File: config.mk
export PLATFORM = sky130hd
export DESIGN_NAME = fmac_ctrl
export DESIGN_NICKNAME = d
export VERILOG_FILES = /design/src/rtl/fmac_pkg.sv /design/src/rtl/fmac_lod.sv /design/src/rtl/fmac_ctrl.sv
export SDC_FILE = /design/constraint.sdc
export NUM_CORES = 1
export LEC_CHECK = 0
export BUFFER_PORTS_ARGS = -buffer_cell sky130_fd_sc_hd__buf_2
export CORE_MARGIN = 3
export CORE_UTILIZATION = 25
export DETAILED_ROUTE_END_ITERATION = 16
export GPL_TIMING_DRIVEN = 0
export MAX_ROUTING_LAYER = met4
export PLACE_DENSITY = 0.41
export SLEW_MARGIN = 25
export SYNTH_ARGS = -nofsm -noshare
export SYNTH_HDL_FRONTEND = slang
export SYNTH_HIERARCHICAL = 1
export SYNTH_SLANG_ARGS = --single-unit
File: constraint.sdc
create_clock -name clock -period 5.9 [get_ports clock]
set_clock_uncertainty 0.05 [all_clocks]
set_input_delay 0.295 -clock clock [delete_from_list [all_inputs] [get_ports clock]]
set_output_delay 0.295 -clock clock [all_outputs]
set_load 0.01 [all_outputs]
File: src/rtl/fmac_pkg.sv
// Shared types and constants for the floating-point MAC controller.
// The state encoding is used by fmac_ctrl; the sizes are defaults for its parameters.
package fmac_pkg;
  localparam int SIG_W_DEF = 24;
  localparam int EXP_W_DEF = 8;
  localparam int LEN_W_DEF = 8;
  localparam int EXP_MAX   = 255;

  typedef enum logic [3:0] {
    S_IDLE,
    S_CLR,
    S_LOAD,
    S_MUL,
    S_ALIGN,
    S_ADD,
    S_NORM,
    S_WB,
    S_DONE
  } state_t;
endpackage

File: src/rtl/fmac_lod.sv
// Combinational leading-one encoder: index of the highest set bit of sig.
// An all-zero input encodes as 0; the caller tells it apart from bit 0 separately.
module fmac_lod
  import fmac_pkg::*;
#(
  parameter int SIG_W = SIG_W_DEF
) (
  input  logic [SIG_W-1:0] sig,
  output logic [7:0]       idx
);

  always_comb begin
    idx = '0;
    for (int i = 0; i < SIG_W; i++) begin
      if (sig[i]) idx = 8'(i);
    end
  end

endmodule

File: src/rtl/fmac_ctrl.sv
// Sequencer for the FP MAC datapath: steps one operand pair at a time through
// mul/align/add/norm/writeback, drives normalizer controls and tracks exponent range flags.
module fmac_ctrl
  import fmac_pkg::*;
#(
  parameter int SIG_W = SIG_W_DEF,
  parameter int EXP_W = EXP_W_DEF,
  parameter int LEN_W = LEN_W_DEF
) (
  input  logic             clock,
  input  logic             reset,
  input  logic             start,
  input  logic [LEN_W-1:0] len,
  input  logic             abort,
  input  logic             op_valid,
  output logic             op_ready,
  input  logic [SIG_W-1:0] sum_sig,
  input  logic             sum_ov,
  input  logic [EXP_W-1:0] cur_exp,
  output logic             acc_clr,
  output logic             mul_en,
  output logic             align_en,
  output logic             add_en,
  output logic             norm_en,
  output logic             acc_we,
  output logic [7:0]       nor_count,
  output logic             nor_ov,
  output logic             zero_res,
  output logic             exp_uf,
  output logic             exp_of,
  output logic [LEN_W-1:0] mac_idx,
  output logic             busy,
  output logic             done
);

  // Two guard bits so cur_exp+1 and cur_exp-(SIG_W-1) both fit without wrapping.
  localparam int EW = EXP_W + 2;
  localparam logic signed [EW-1:0] EXP_MAX_S  = EW'(EXP_MAX);
  localparam logic signed [EW-1:0] EXP_ZERO_S = '0;

  state_t                 state, state_n;
  logic [LEN_W-1:0]       len_q;
  logic [EXP_W-1:0]       cur_exp_p1;
  logic [7:0]             lod_idx;
  logic signed [EW-1:0]   e_norm;
  logic                   last_pair;

  fmac_lod #(.SIG_W(SIG_W)) u_lod (
    .sig(sum_sig),
    .idx(lod_idx)
  );

  function automatic logic signed [EW-1:0] norm_exp(
    input logic [EXP_W-1:0] ex,
    input logic [7:0]       cnt,
    input logic             ov
  );
    logic signed [EW-1:0] ex_s;
    logic signed [EW-1:0] cnt_s;
    ex_s  = signed'(EW'(ex));
    cnt_s = signed'(EW'(cnt));
    if (ov) return ex_s + EW'(1);
    return ex_s - EW'(SIG_W - 1) + cnt_s;
  endfunction

  assign e_norm    = norm_exp(cur_exp_p1, nor_count, nor_ov);
  assign last_pair = (mac_idx + LEN_W'(1)) == len_q;

  always_ff @(posedge clock) begin
    if (reset) state <= S_IDLE;
    else       state <= state_n;
  end

  always_comb begin
    state_n = state;
    if (abort && state != S_IDLE) begin
      state_n = S_IDLE;
    end else begin
      case (state)
        S_IDLE:  if (start) state_n = (len == '0) ? S_DONE : S_CLR;
        S_CLR:   state_n = S_LOAD;
        S_LOAD:  if (op_valid && op_ready) state_n = S_MUL;
        S_MUL:   state_n = S_ALIGN;
        S_ALIGN: state_n = S_ADD;
        S_ADD:   state_n = S_NORM;
        S_NORM:  state_n = S_WB;
        S_WB:    state_n = last_pair ? S_DONE : S_LOAD;
        S_DONE:  state_n = S_IDLE;
        default: state_n = S_IDLE;
      endcase
    end
  end

  // Registered outputs: each strobe reflects the state being entered.
  always_ff @(posedge clock) begin
    if (reset) begin
      acc_clr   <= 1'b0;
      op_ready  <= 1'b0;
      mul_en    <= 1'b0;
      align_en  <= 1'b0;
      add_en    <= 1'b0;
      norm_en   <= 1'b0;
      acc_we    <= 1'b0;
      busy      <= 1'b0;
      done      <= 1'b0;
      nor_count <= '0;
      nor_ov    <= 1'b0;
      zero_res  <= 1'b0;
      exp_uf    <= 1'b0;
      exp_of    <= 1'b0;
      mac_idx   <= '0;
    end else begin
      acc_clr  <= state_n == S_CLR;
      op_ready <= state_n == S_LOAD;
      mul_en   <= state_n == S_MUL;
      align_en <= state_n == S_ALIGN;
      add_en   <= state_n == S_ADD;
      norm_en  <= state_n == S_NORM;
      acc_we   <= state_n == S_WB;
      busy     <= (state_n != S_IDLE) && (state_n != S_DONE);
      done     <= state_n == S_DONE;
      if (state == S_IDLE && start) begin
        mac_idx <= '0;
        exp_uf  <= 1'b0;
        exp_of  <= 1'b0;
      end
      if (state == S_ADD && !abort) begin
        nor_ov    <= sum_ov;
        nor_count <= lod_idx;
        zero_res  <= (sum_sig == '0) && !sum_ov;
      end
      // A zero sum has no meaningful exponent, so it never raises a range flag.
      if (state == S_NORM && !abort && !zero_res) begin
        if (e_norm <= EXP_ZERO_S) exp_uf <= 1'b1;
        if (e_norm >= EXP_MAX_S)  exp_of <= 1'b1;
      end
      if (state == S_WB && !abort) mac_idx <= mac_idx + LEN_W'(1);
    end
  end

  always_ff @(posedge clock) begin
    if (state == S_IDLE && start) len_q <= len;
    if (state == S_ADD)           cur_exp_p1 <= cur_exp;
  end

endmodule

Word level (Yosys, flattened, before mapping)
Index checks and enable logic that the tools add are counted.

Multiplexer cells: 40. $add $sub $neg: 4. Reductions and logical operators: 18. $lt $le $gt $ge: 2. Eq/ne operators: 17.

Operators by type and width (number): $mux 4 (13); $mux 5 (8); $eq 4x3->1 const B (8); $pmux 4 s8 (1); $logic_not 24->1 (1); $mux 10 (2); $eq 4x2->1 const B (4); $mux 8 (2); $mux 3 (4); $add 9x9->10 (1); $ge 10x9->1 const B (1); $le 10x1->1 const B (1); $add 8x1->9 const B (1); $logic_and 1x1->1 (9); $sub 8x5->9 const B (1); $add 8x1->8 const B (1); $eq 4x1->1 const B (2); $eq 8x8->1 (1); $logic_not 8->1 (1); $mux 1 (8); $reduce_bool 4->1 (2); $eq 4x4->1 const B (1); $logic_not 4->1 (1); $mux 2 (2); 3 further kinds (5).

Flip-flop bits (word level): 49. Output and inout bits: 29. Input port bits: 46.

Longest topological paths before layout
Gate-level depths: netlist of the first run.

Word-level depth: 23. Mapped depth: 12. Depth with buffers taken out: 11.

By module
Netlist of the first run, hierarchy kept.

By module, submodules not included: fmac_ctrl (cells each 325, instances 1, area an instance 2892.8 um2); fmac_lod (cells each 45, instances 1, area an instance 285.3 um2).

Worst setup path after synthesis of the first run
Ideal clock, no wire load.

Path type: register to register. Start point: register cur_exp_p1[0]. End point: register exp_uf. Path slack: 3.169 ns. Setup time: 0.101 ns. Clock period less this slack: 2.731 ns. Buffers on the path: 0. Stages on the path, launching flop included: 9. Data arrival time: 2.580 ns. Required time: 5.749 ns. Cell sequence: edfxtp_1 > ha_1 > fa_1 > a211oi_2 > o21bai_1 > a21oi_1 > mux2i_1 > a2111o_1 > o41ai_1.

Word-level cells in the longest chain between the ends: 6. Elaborated cells between the ends (all ways): 8.

Ends and longest elaborated chain: start, declared (RTL line fmac_ctrl.sv:43) `logic [EXP_W-1:0] cur_exp_p1;`; start signal, assigned (RTL line fmac_ctrl.sv:143) `if (state == S_ADD) cur_exp_p1 <= cur_exp;`; $sub 8x5->9 / $add 8x1->9 (equally long branches) (RTL line fmac_ctrl.sv:63, fmac_ctrl.sv:62); $add 9x9->10 / $mux 10 (equally long branches) (RTL line fmac_ctrl.sv:63, fmac_ctrl.sv:62); $mux 10 (*) (RTL line fmac_ctrl.sv:63) `return ex_s - EW'(SIG_W - 1) + cnt_s;`; $le 10x1->1 (*) (RTL line fmac_ctrl.sv:134) `if (e_norm <= EXP_ZERO_S) exp_uf <= 1'b1;`; $mux 1 (*) (RTL line fmac_ctrl.sv:134); $mux 1 (*) (RTL line fmac_ctrl.sv:133) `if (state == S_NORM && !abort && !zero_res) begin`; end signal, assigned (RTL line fmac_ctrl.sv:109) `exp_uf <= 1'b0;`; end signal, assigned (RTL line fmac_ctrl.sv:124) `exp_uf <= 1'b0;`; end signal, assigned (RTL line fmac_ctrl.sv:134); end, declared (RTL line fmac_ctrl.sv:29) `output logic exp_uf,`.

Mark *: on every way between the ends. The rest lies on a longest branch, timed or not. The select of a mux whose other input is x is not followed. A chain may end at the register's enable or synchronous reset.

Final worst setup path of the first run
Ends and elaborated chain as after synthesis.

==> run_results.csv, run 1 <==
group,metric,value,unit
run_status,status,"finished, final reports clean",
cts,cts_sinks,49,
logic_synthesis,most_instantiated_cells_after_synthesis,"sky130_fd_sc_hd__nor2_1, sky130_fd_sc_hd__dfxtp_1, sky130_fd_sc_hd__nand2_1, sky130_fd_sc_hd__a21oi_1",
cts,cts_resized,0,
global_routing,grt_start_max_net_pins,16,
layout,flow.area_growth_from_synthesis,22.99,%
placement,post-place-ws,2.759,ns
routing,antenna_left,0,
routing,drtPass1Iterations,4,
critical_path,worst_ep_arrival_time,3.30,ns
placement,buffer_ports.inserted,73,
timing,finalSetupViolCount,0,
critical_path,crit_path_max_fanout,6,
floorplan,start_util,26.02,%
power,share_comb_of_total_power,10.2,%
critical_path,crit_type,"reg -> reg",
power,switching_share,24.67,%
logic_synthesis,synth.top_cells.by_area,"sky130_fd_sc_hd__dfxtp_1, sky130_fd_sc_hd__edfxtp_1, sky130_fd_sc_hd__nor2_1, sky130_fd_sc_hd__ha_1, sky130_fd_sc_hd__xnor2_1",
routing,routed_wirelength,9.100,mm
timing,final_hold_viol_count,0,
timing,grt_setup_unrepaired,"no",
critical_path,cp_top_family,"compound AO/OA/AOI/OAI gates",
cts,cts_htree_levels,2,
cts,tritoncts,"yes",
routing,dr_total_vias,3014,
job,cap_viol_max_count,0,
cts,clock_tree.buffer_depth,2,
floorplan,rows,40,
critical_path,cp_slowest_stage_delay,0.47,ns
floorplan,top_level_ports,75,
critical_path,required,6.04,ns
logic_synthesis,number_of_storage_elements_in_the_synthesis_netlist,49,
timing,timing.final.max_slew_violations,0,
critical_path,start_kind,"flip-flop",
logic_synthesis,synthDominantAreaCellType,"sky130_fd_sc_hd__dfxtp_1",
power,vdd_drop_max,0.00008523,V
logic_synthesis,most_common_cell_in_the_netlist,"sky130_fd_sc_hd__nor2_1",
critical_path,crit_slowest_cell,"sky130_fd_sc_hd__edfxtp_1",
power,internal_portion_of_total_power,543.2,uW
global_routing,gr-total-overflow,0,
floorplan,die_h,118.8,um
cts,cts_hold_buffers,0,
timing,setup_tns,0,ns
placement,place.gp.congestion,0.8672,
critical_path,worst_setup_path_end_kind,"flip-flop",
power,powerDensity,184.5,mW/mm^2
logic_synthesis,ys_types,66,
layout,fin_util,32.01,%
floorplan,core_region_area,0.01221,mm^2
cts,cts.reportedPaths.clkPinSlew,0.07,ns
power,share_clk_of_total_power,40.2,%
cts,cts_setup_buffers,0,
placement,detailedPlacementHpwl,7.322,mm
logic_synthesis,synth_warnings,6,
cts,cts.root.buffer_cell,"sky130_fd_sc_hd__clkbuf_16",
timing,final.period_utilization,53.47,%
layout,final_layout_size_suffix_gt1_share,22.74,%
logic_synthesis,synth_top_area_share,20.79,%
logic_synthesis,synthFlopType,"sky130_fd_sc_hd__dfxtp_1",
critical_path,worst-path-buf-inv,0,
critical_path,worstPathCellList,"ha_1 > xor2_1 > ha_1 > a211oi_2 > o21bai_1 > a21oi_1 > mux2i_1 > a2111o_1 > o41ai_1",
logic_synthesis,async_reset_ff_share,0,%
timing,postLayoutSetupSlackWorst,2.746,ns
logic_synthesis,netlist_area,0.003178,mm^2
layout,insertedDiodeCount,0,
logic_synthesis,syn_avg_cell_area,8.589,um^2
logic_synthesis,synth_edf_count,16,
floorplan,chipWidth,118.8,um
global_routing,antenna_found_initial,0,
global_routing,globalRouteTotalUtil,13.46,%
logic_synthesis,synth_seq_area_share,35.91,%
power,leakage,1.551,nW
power,power.sequential.fraction,49.6,%
routing,post-route-drc-count,0,
global_routing,via_count_of_the_first_global_routing_pass,2956,
routing,routed_via_density,4.853,
logic_synthesis,synth_cells,370,
critical_path,critPathMostFrequentCell,"sky130_fd_sc_hd__ha_1",
global_routing,grt_pass1_wl,15.14,mm
cts,clock_insertion_delay_worst_skew,0.29,ns
routing,first_iteration_detailed_routing_drc_count,160,
timing,post-route-min-period,3.154,ns
hold_path,hold_path.class,"in -> reg",
power,power.net_switching,177.9,uW
timing,max_freq,317.0,MHz
timing,timing.max_slew.rel_slack,56.11,%
cts,tritoncts.num_buffers,5,
timing,worst-slew-pin-transition,0.6555,ns
floorplan,die_area,0.01410,mm^2
routing,wl_per_cell,14.65,um
layout,design.final.nets,510,
stage by stage:
step	total power, mW	instances	area (um^2)	hold slack [ns]
2_1_floorplan	0.4028	372	3186	0.3439
3_3_place_gp	0.4395	613	3761	0.3969
3_5_place_dp	0.4399	613	3766	0.3999
4_1_cts	0.7380	621	3909	0.1161
5_1_grt	0.7569	621	3909	0.1170
6_report	0.7210	621	3909	0.1259
final cells by class:
class	count	area [um^2]
clock inverter	2	13.76
clock buffer	6	128.9
inverter	10	37.54
fill	1327	8303
tap	168	210.2
sequential	49	1141
multi-input combinational	297	1934
timing repair buffer	73	365.4
buffer	16	77.57
path summary, 6_finish.rpt:
check	start	depth (start not counted)	slack, ns	endpoint
worst max-delay path	cur_exp_p1[0]$_DFFE_PP_	9	2.75	exp_uf$_SDFF_PP0_
worst min-delay path	cur_exp[4]	1	0.13	cur_exp_p1[4]$_DFFE_PP_
worst max register to register	cur_exp_p1[0]$_DFFE_PP_	9	2.75	exp_uf$_SDFF_PP0_
worst min register to register	exp_of$_SDFF_PP0_	2	0.40	exp_of$_SDFF_PP0_
sequential cells by signal (all words and copies together) (netlist names), 4 cells and up:
register and flops:
cur_exp_p1 8, mac_idx 8, state 4, nor_count 8, len_q 8
cell families (layout without fill, tap and decap cells):
logic type | count (synthesis) | after routing | synth area share, %
multiplexers | 12 | 12 | 3.780
flip-flops | 49 | 49 | 35.91
XOR/XNOR | 23 | 23 | 6.339
buffers and inverters | 26 | 107 | 3.622
other | 1 | 3 | 0.1180
adder cells (fa/ha/maj) | 12 | 12 | 4.961
AND/OR/NAND/NOR | 162 | 162 | 26.93
AO/OA/AOI/OAI | 85 | 85 | 18.35
power by group through the flow:
stage               clock, mW  combinational (mW)  sequential, mW
floorplan                   0              0.0373           0.366
global placement            0              0.0741           0.365
detailed placement          0              0.0746           0.365
CTS                     0.306              0.0748           0.357
global route            0.317              0.0826           0.358
finish                  0.290              0.0739           0.357
placed cells by master, fill, tap and decap left out, types with 13 or more instances in the layout:
| cell type | Yosys | layout |
|---|---|---|
| sky130_fd_sc_hd__nand3_1 | 16 | 16 |
| sky130_fd_sc_hd__nor2_1 | 50 | 50 |
| sky130_fd_sc_hd__xnor2_1 | 15 | 15 |
| sky130_fd_sc_hd__a21oi_1 | 21 | 21 |
| sky130_fd_sc_hd__dfxtp_1 | 33 | 33 |
| sky130_fd_sc_hd__edfxtp_1 | 16 | 16 |
| sky130_fd_sc_hd__nand2_1 | 27 | 27 |
| sky130_fd_sc_hd__o21ai_0 | 13 | 13 |
| sky130_fd_sc_hd__nor4_1 | 13 | 13 |
| sky130_fd_sc_hd__buf_2 | 2 | 75 |
metal layers:
| metal | part of all wire, % | GRT usage [%] | routed length (um) |
|---|---|---|---|
| met1 | 46 | 16.63 | 4159 |
| met2 | 49 | 22.66 | 4462 |
| met3 | 4.0 | 3.014 | 362 |
| met4 | 1.3 | 2.679 | 116 |
| met5 | 0 | - | 0 |
Note: power is estimated with default switching activity, not from simulation.
==> run 2, diff against run 1 <==
Settings changed: ABC_AREA set to 1, PLACE_DENSITY 0.41 to 0.43.
Clock period 5.9 ns to 2.9 ns, I/O delays scaled along.
==> run 2 against run 1 <==
  * Highest routed layer unchanged
  * Combinational power rose to 2.8 times the previous value
  * Cell count up 23%
  * Area after synthesis up 4.0%
  * Critical path depth up 10
  * Maximum frequency up 22%
  * Clock power up 92%
  * Setup slack worse by 2.4 ns
==> run_results.csv, run 2 <==
group,metric,value,unit
run_status,status,"finished, final reports clean",
logic_synthesis,synth_top_area_share,19.99,%
layout,fillerInstances,1402,
logic_synthesis,async_reset_ff_share,0,%
critical_path,crit_path_max_fanout,4,
hold_path,hold_path.class,"in -> reg",
global_routing,via_count_of_the_first_global_routing_pass,3024,
routing,wl_per_cell,11.48,um
logic_synthesis,most_common_cell_in_the_netlist,"sky130_fd_sc_hd__nand2_1",
layout,insertedDiodeCount,0,
layout,design.final.nets,648,
timing,grt_setup_unrepaired,"no",
critical_path,start_kind,"flip-flop",
hold_path,min_path_cells,2,
timing,final_hold_viol_count,0,
power,vdd_drop_max,0.0002800,V
layout,layoutNonFillerInstCount,763,
power,total_power,1.503,mW
timing,worst-slew-pin-transition,0.7389,ns
cts,cts_htree_levels,2,
global_routing,grt_pass1_wl,14.39,mm
floorplan,top_level_ports,75,
routing,dr_total_vias,3274,
cts,cts_sinks,49,
routing,drtPass1Iterations,6,
cts,cts.root.buffer_cell,"sky130_fd_sc_hd__clkbuf_16",
logic_synthesis,synth_seq_area_share,34.53,%
timing,timing.final.max_slew_violations,0,
routing,routed_via_density,4.291,
global_routing,globalRouteTotalUtil,12.50,%
cts,tritoncts,"yes",
cts,cts.reportedPaths.clkPinSlew,0.07,ns
global_routing,gr-total-overflow,0,
routing,antenna_left,0,
critical_path,worst_setup_path_end_kind,"flip-flop",
layout,multi_input_comb_area,0.001798,mm^2
layout,fin_util,32.90,%
logic_synthesis,synth_cells,491,
cts,tritoncts.num_buffers,5,
critical_path,endpoint,"exp_of$_SDFF_PP0_",
timing,holdWs,0.06874,ns
timing,post-route-min-period,2.577,ns
critical_path,rr_worst_depth,19,
logic_synthesis,number_of_storage_elements_in_the_synthesis_netlist,49,
routing,routed_wirelength,8.762,mm
logic_synthesis,netlist_area,0.003304,mm^2
floorplan,chipWidth,121.0,um
floorplan,die_h,121.0,um
timing,max_freq,388.1,MHz
placement,dpl.cell_count,738,
layout,seqCellArea,0.001141,mm^2
critical_path,crit-reg2reg-capture,"exp_of$_SDFF_PP0_",
critical_path,setup.worst_path.start,"cur_exp_p1[0]$_DFFE_PP_",
floorplan,die_area,0.01463,mm^2
timing,timing.max_slew.rel_slack,50.58,%
power,powerDensity,357.7,mW/mm^2
layout,flow.area_growth_from_synthesis,27.19,%
critical_path,regToRegStartpoint,"cur_exp_p1[0]$_DFFE_PP_",
critical_path,worst_ep_arrival_time,2.67,ns
timing,setup_tns,0,ns
routing,post-route-drc-count,0,
critical_path,crit_type,"reg -> reg",
critical_path,required,3.00,ns
global_routing,antenna_found_initial,0,
critical_path,flop_to_flop_setup_slack,0.32,ns
placement,place.gp.congestion,0.7903,
global_routing,grt_start_max_net_pins,18,
cts,clock_insertion_delay_worst_skew,0.28,ns
timing,final.period_utilization,88.85,%
logic_synthesis,synth_edf_count,16,
job,cap_viol_max_count,0,
logic_synthesis,synthFlopType,"sky130_fd_sc_hd__dfxtp_1",
layout,mostFrequentLayoutCells,"sky130_fd_sc_hd__nand2_1, sky130_fd_sc_hd__buf_2, sky130_fd_sc_hd__nand3_1, sky130_fd_sc_hd__inv_1, sky130_fd_sc_hd__nor2_1",
logic_synthesis,most_instantiated_cells_after_synthesis,"sky130_fd_sc_hd__nand2_1, sky130_fd_sc_hd__nand3_1, sky130_fd_sc_hd__inv_1, sky130_fd_sc_hd__nor2_1, sky130_fd_sc_hd__dfxtp_1",
floorplan,rows,41,
floorplan,core_region_area,0.01277,mm^2
routing,first_iteration_detailed_routing_drc_count,168,
layout,final_layout_size_suffix_gt1_share,19.80,%
layout,mostFrequentLayoutCell,"sky130_fd_sc_hd__nand2_1",
floorplan,start_util,25.87,%
logic_synthesis,syn_avg_cell_area,6.730,um^2
logic_synthesis,synth.top_cells.by_area,"sky130_fd_sc_hd__dfxtp_1, sky130_fd_sc_hd__nand2_1, sky130_fd_sc_hd__edfxtp_1, sky130_fd_sc_hd__nand3_1, sky130_fd_sc_hd__inv_1",
placement,detailedPlacementHpwl,7.207,mm
logic_synthesis,ys_types,38,
cts,clock_tree.buffer_depth,2,
logic_synthesis,synth_warnings,6,
power,leakage,2.053,nW
logic_synthesis,synthDominantAreaCellType,"sky130_fd_sc_hd__dfxtp_1",
placement,buffer_ports.inserted,73,
timing,finalSetupViolCount,0,
==> run 2: changes by cell type in the layout (fill, tap and decap cells not counted), sizes merged, moves of 6 or more <==
| cell | change |
|---|---|
| nor3 | -7 |
| clkbuf | -8 |
| xnor2 | -14 |
| mux2i | -12 |
| nand2b | -6 |
| dlygate4sd3 | +16 |
| inv | +56 |
| nand3 | +48 |
| nand2 | +131 |
| o21ai | -7 |
==> run 2: report_power, final <==
group / switching (mW) / total [mW] / leakage, nW / internal, mW
Combinational: 0.116 / 0.205 / 1.57 / 0.0893
Sequential: 0.0107 / 0.743 / 0.415 / 0.732
Clock: 0.239 / 0.556 / 0.0706 / 0.317
Total: 0.365 / 1.50 / 2.05 / 1.14
==> run 2: kinds of logic after synthesis <==
kind of cell,after synthesis,synth area share (%)
other,1,0.1135
adder cells (fa/ha/maj),12,4.771
buffers and inverters,81,11.40
flip-flops,49,34.53
AND/OR/NAND/NOR,301,41.05
XOR/XNOR,5,1.325
AO/OA/AOI/OAI,42,6.815
==> run 2: worst min path at each step <==
stage,slack [ns],end,startpoint
2_1_floorplan,0.19,cur_exp_p1[0]$_DFFE_PP_,cur_exp[0]
3_5_place_dp,0.27,cur_exp_p1[7]$_DFFE_PP_,cur_exp[7]
4_1_cts,0.06,mac_idx[1]$_SDFFE_PP0P_,reset
5_1_grt,0.08,mac_idx[1]$_SDFFE_PP0P_,reset
6_report,0.07,mac_idx[1]$_SDFFE_PP0P_,reset
3_3_place_gp,0.27,cur_exp_p1[7]$_DFFE_PP_,cur_exp[7]
==> run 2: per-layer routing <==
metal  up-vias  wire (um)  global-route usage, %
met4         0         63                  2.550
met3         4        198                  1.538
met5         -          0                      -
met2        40       4402                  22.09
li1       1786          -                      -
met1      1444       4099                  15.36
==> run 2: layout make-up <==
class                      count  share of cell area, %
timing repair buffer          90                  12.68
clock buffer                   6                  3.066
inverter                      71                  7.324
clock inverter                 2                 0.2382
multi-input combinational    363                  42.78
sequential                    49                  27.15
tap                          172                  5.121
buffer                        10                  1.637
==> run 2: worst max-delay path, stage by stage, from the launching register on <==
cell and delay [ns]:
sky130_fd_sc_hd__edfxtp_1 0.41, sky130_fd_sc_hd__ha_1 0.23, sky130_fd_sc_hd__nand2_1 0.11, sky130_fd_sc_hd__nand2_1 0.06, sky130_fd_sc_hd__nand2_1 0.09, sky130_fd_sc_hd__nand2_1 0.07, sky130_fd_sc_hd__xor2_1 0.22, sky130_fd_sc_hd__ha_1 0.31
sky130_fd_sc_hd__nand2_1 0.08, sky130_fd_sc_hd__nand2_1 0.04, sky130_fd_sc_hd__nor2_1 0.13, sky130_fd_sc_hd__nand2_1 0.07, sky130_fd_sc_hd__nand2_1 0.07, sky130_fd_sc_hd__nand2_1 0.12, sky130_fd_sc_hd__nand2_1 0.09, sky130_fd_sc_hd__nor2_1 0.04
sky130_fd_sc_hd__nand3_1 0.08, sky130_fd_sc_hd__nand2_1 0.05, sky130_fd_sc_hd__nand2_1 0.05, sky130_fd_sc_hd__a21oi_1 0.05
==> run 2: per-stage QoR <==
stage | setup WS (ns) | instance area [um^2]
global route | 0.002503 | 4203
floorplan | 0.5912 | 3312
finish | 0.3234 | 4203
global placement | 0.1890 | 3892
detailed placement | 0.1822 | 3892
CTS | 0.1577 | 4192
==> run 2: repair_timing <==
item / in CTS / in global routing
gates resized for setup: 0 / 3
endpoints found under the hold margin: 16 / 0
hold buffers: 16 / 0
buffers inserted: 0 / 1
endpoints found under the setup margin: 0 / 2
==> run 3, diff against run 2 <==
Settings changed: CORE_MARGIN 3 to 2.
==> run 3 against run 2 <==
  * Critical path depth decreased by 3
  * Non-clock buffer count decreased by 3
  * Count of clock-buffer cells in the layout unchanged
  * Hold slack got worse by 0.067 ns
  * Largest power group unchanged
==> run_results.csv, run 3 (same netlist as run 2, synthesis figures left out) <==
group,metric,value,unit
cts,cts_sinks,49,
power,internal_portion_of_total_power,1.223,mW
layout,insertedDiodeCount,0,
floorplan,core_region_area,0.01309,mm^2
cts,tritoncts,"yes",
global_routing,antenna_found_initial,0,
routing,wl_per_cell,11.55,um
layout,layoutNonFillerInstCount,764,
timing,timing.max_slew.rel_slack,50.65,%
placement,dpl.cell_count,742,
timing,grt_setup_unrepaired,"no",
routing,post-route-drc-count,0,
placement,buffer_ports.inserted,73,
power,share_comb_of_total_power,12.7,%
critical_path,worst_setup_path_end_kind,"flip-flop",
power,share_clk_of_total_power,40.9,%
routing,drtPass1Iterations,4,
critical_path,required,3.06,ns
routing,first_iteration_detailed_routing_drc_count,176,
layout,mostFrequentLayoutCell,"sky130_fd_sc_hd__nand2_1",
cts,cts.root.buffer_cell,"sky130_fd_sc_hd__clkbuf_16",
floorplan,die_h,119.0,um
layout,design_area,0.004224,mm^2
timing,final.period_utilization,88.76,%
cts,cts.reportedPaths.clkPinSlew,0.06,ns
power,powerDensity,378.2,mW/mm^2
global_routing,via_count_of_the_first_global_routing_pass,3110,
routing,routed_via_density,4.281,
run_status,status,"finished, final reports clean",
floorplan,die_area,0.01415,mm^2
timing,timing.final.max_slew_violations,0,
floorplan,rows,42,
routing,routed_wirelength,8.826,mm
job,cap_viol_max_count,0,
global_routing,globalRouteTotalUtil,13.07,%
hold_path,hold_path.class,"in -> reg",
cts,clock_tree.buffer_depth,2,
power,power.net_switching,374.6,uW
power,switching_share,23.44,%
timing,worst-slew-pin-transition,0.7379,ns
cts,cts_htree_levels,2,
layout,design.final.nets,645,
timing,post-route-min-period,2.574,ns
cts,tritoncts.num_buffers,5,
placement,placed_cell_area,0.003897,mm^2
routing,antenna_left,0,
global_routing,gr-total-overflow,0,
timing,setup_tns,0,ns
floorplan,top_level_ports,75,
floorplan,chipWidth,119.0,um
placement,detailedPlacementHpwl,7.135,mm
layout,fin_util,32.28,%
routing,dr_total_vias,3271,
power,leakage,2.048,nW
critical_path,worst_ep_arrival_time,2.74,ns
timing,finalSetupViolCount,0,
timing,holdWs,0.001588,ns
power,power.sequential.fraction,46.4,%
layout,flow.area_growth_from_synthesis,27.83,%
timing,max_freq,388.5,MHz
global_routing,grt_pass1_wl,14.68,mm
placement,place.gp.congestion,0.8300,
critical_path,start_kind,"flip-flop",
global_routing,grt_start_max_net_pins,18,
critical_path,crit_path_max_fanout,5,
layout,mostFrequentLayoutCells,"sky130_fd_sc_hd__nand2_1, sky130_fd_sc_hd__buf_2, sky130_fd_sc_hd__nand3_1, sky130_fd_sc_hd__inv_1, sky130_fd_sc_hd__nor2_1",
critical_path,crit_type,"reg -> reg",
cts,clock_insertion_delay_worst_skew,0.29,ns
layout,final_layout_size_suffix_gt1_share,20.24,%
power,vdd_drop_max,0.0001995,V
timing,final_hold_viol_count,0,
floorplan,start_util,25.25,%
-- run 3: final timing paths --
path | start | endpoint | slack [ns] | depth (start not counted)
worst min-delay path | len[6] | len_q[6]$_DFFE_PP_ | 0.002 | 1
worst min register to register | exp_uf$_SDFF_PP0_ | exp_uf$_SDFF_PP0_ | 0.44 | 2
worst max-delay path | cur_exp_p1[2]$_DFFE_PP_ | exp_of$_SDFF_PP0_ | 0.33 | 16
worst max register to register | cur_exp_p1[2]$_DFFE_PP_ | exp_of$_SDFF_PP0_ | 0.33 | 16
-- run 3: repair_timing --
action,4_1_cts,5_1_grt
gates resized for setup,0,5
hold buffers,13,0
buffers inserted,0,1
endpoints found under the setup margin,0,2
hold endpoints to repair,13,0
-- run 3: final cells by class --
| class | instances | area, um^2 |
|---|---|---|
| Fill cell | 1445 | 8861 |
| Multi-Input combinational cell | 363 | 1821 |
| Sequential cell | 49 | 1141 |
| Timing Repair Buffer | 87 | 503.0 |
| Inverter | 71 | 307.8 |
| Tap cell | 176 | 220.2 |
| Clock buffer | 6 | 128.9 |
| Buffer | 10 | 68.82 |
| Clock inverter | 2 | 33.78 |
-- run 3: worst max-delay path, cell delays in order, from the launching register on --
cell	delay [ns]
sky130_fd_sc_hd__edfxtp_1	0.41
sky130_fd_sc_hd__nand3_1	0.15
sky130_fd_sc_hd__nand2_1	0.08
sky130_fd_sc_hd__nand2_1	0.10
sky130_fd_sc_hd__xor2_1	0.20
sky130_fd_sc_hd__ha_1	0.31
sky130_fd_sc_hd__a21oi_1	0.28
sky130_fd_sc_hd__nor2_1	0.07
sky130_fd_sc_hd__nor2_1	0.12
sky130_fd_sc_hd__nand2_1	0.07
sky130_fd_sc_hd__nand2_1	0.05
sky130_fd_sc_hd__nand2_1	0.08
sky130_fd_sc_hd__o21ai_0	0.21
sky130_fd_sc_hd__nand2_1	0.07
sky130_fd_sc_hd__nand2_1	0.07
sky130_fd_sc_hd__nand2_1	0.05
sky130_fd_sc_hd__a21oi_1	0.12
-- run 3: through the flow --
stage	setup slack, ns	total power, mW
after floorplan	0.5912	0.8729
after global placement	0.1879	0.9478
after detailed placement	0.1684	0.9490
after CTS	0.1468	1.614
after global routing	0.01765	1.664
final	0.3260	1.598
-- run 3: power by group through the flow --
| stage | combinational [mW] | sequential, mW | clock, mW |
|---|---|---|---|
| detailed placement | 0.192 | 0.757 | 0 |
| floorplan | 0.114 | 0.759 | 0 |
| CTS | 0.206 | 0.742 | 0.666 |
| global route | 0.229 | 0.744 | 0.691 |
| finish | 0.203 | 0.741 | 0.653 |
| global placement | 0.191 | 0.757 | 0 |
-- run 3: per-layer routing --
metal  share of wire [%]  vias to the layer above  track usage [%]
met1                  46                     1451            15.68
li1                    -                     1775                -
met3                 1.9                       10            1.724
met5                   0                        -                -
met4                 1.7                        0            3.423
met2                  50                       35            23.06
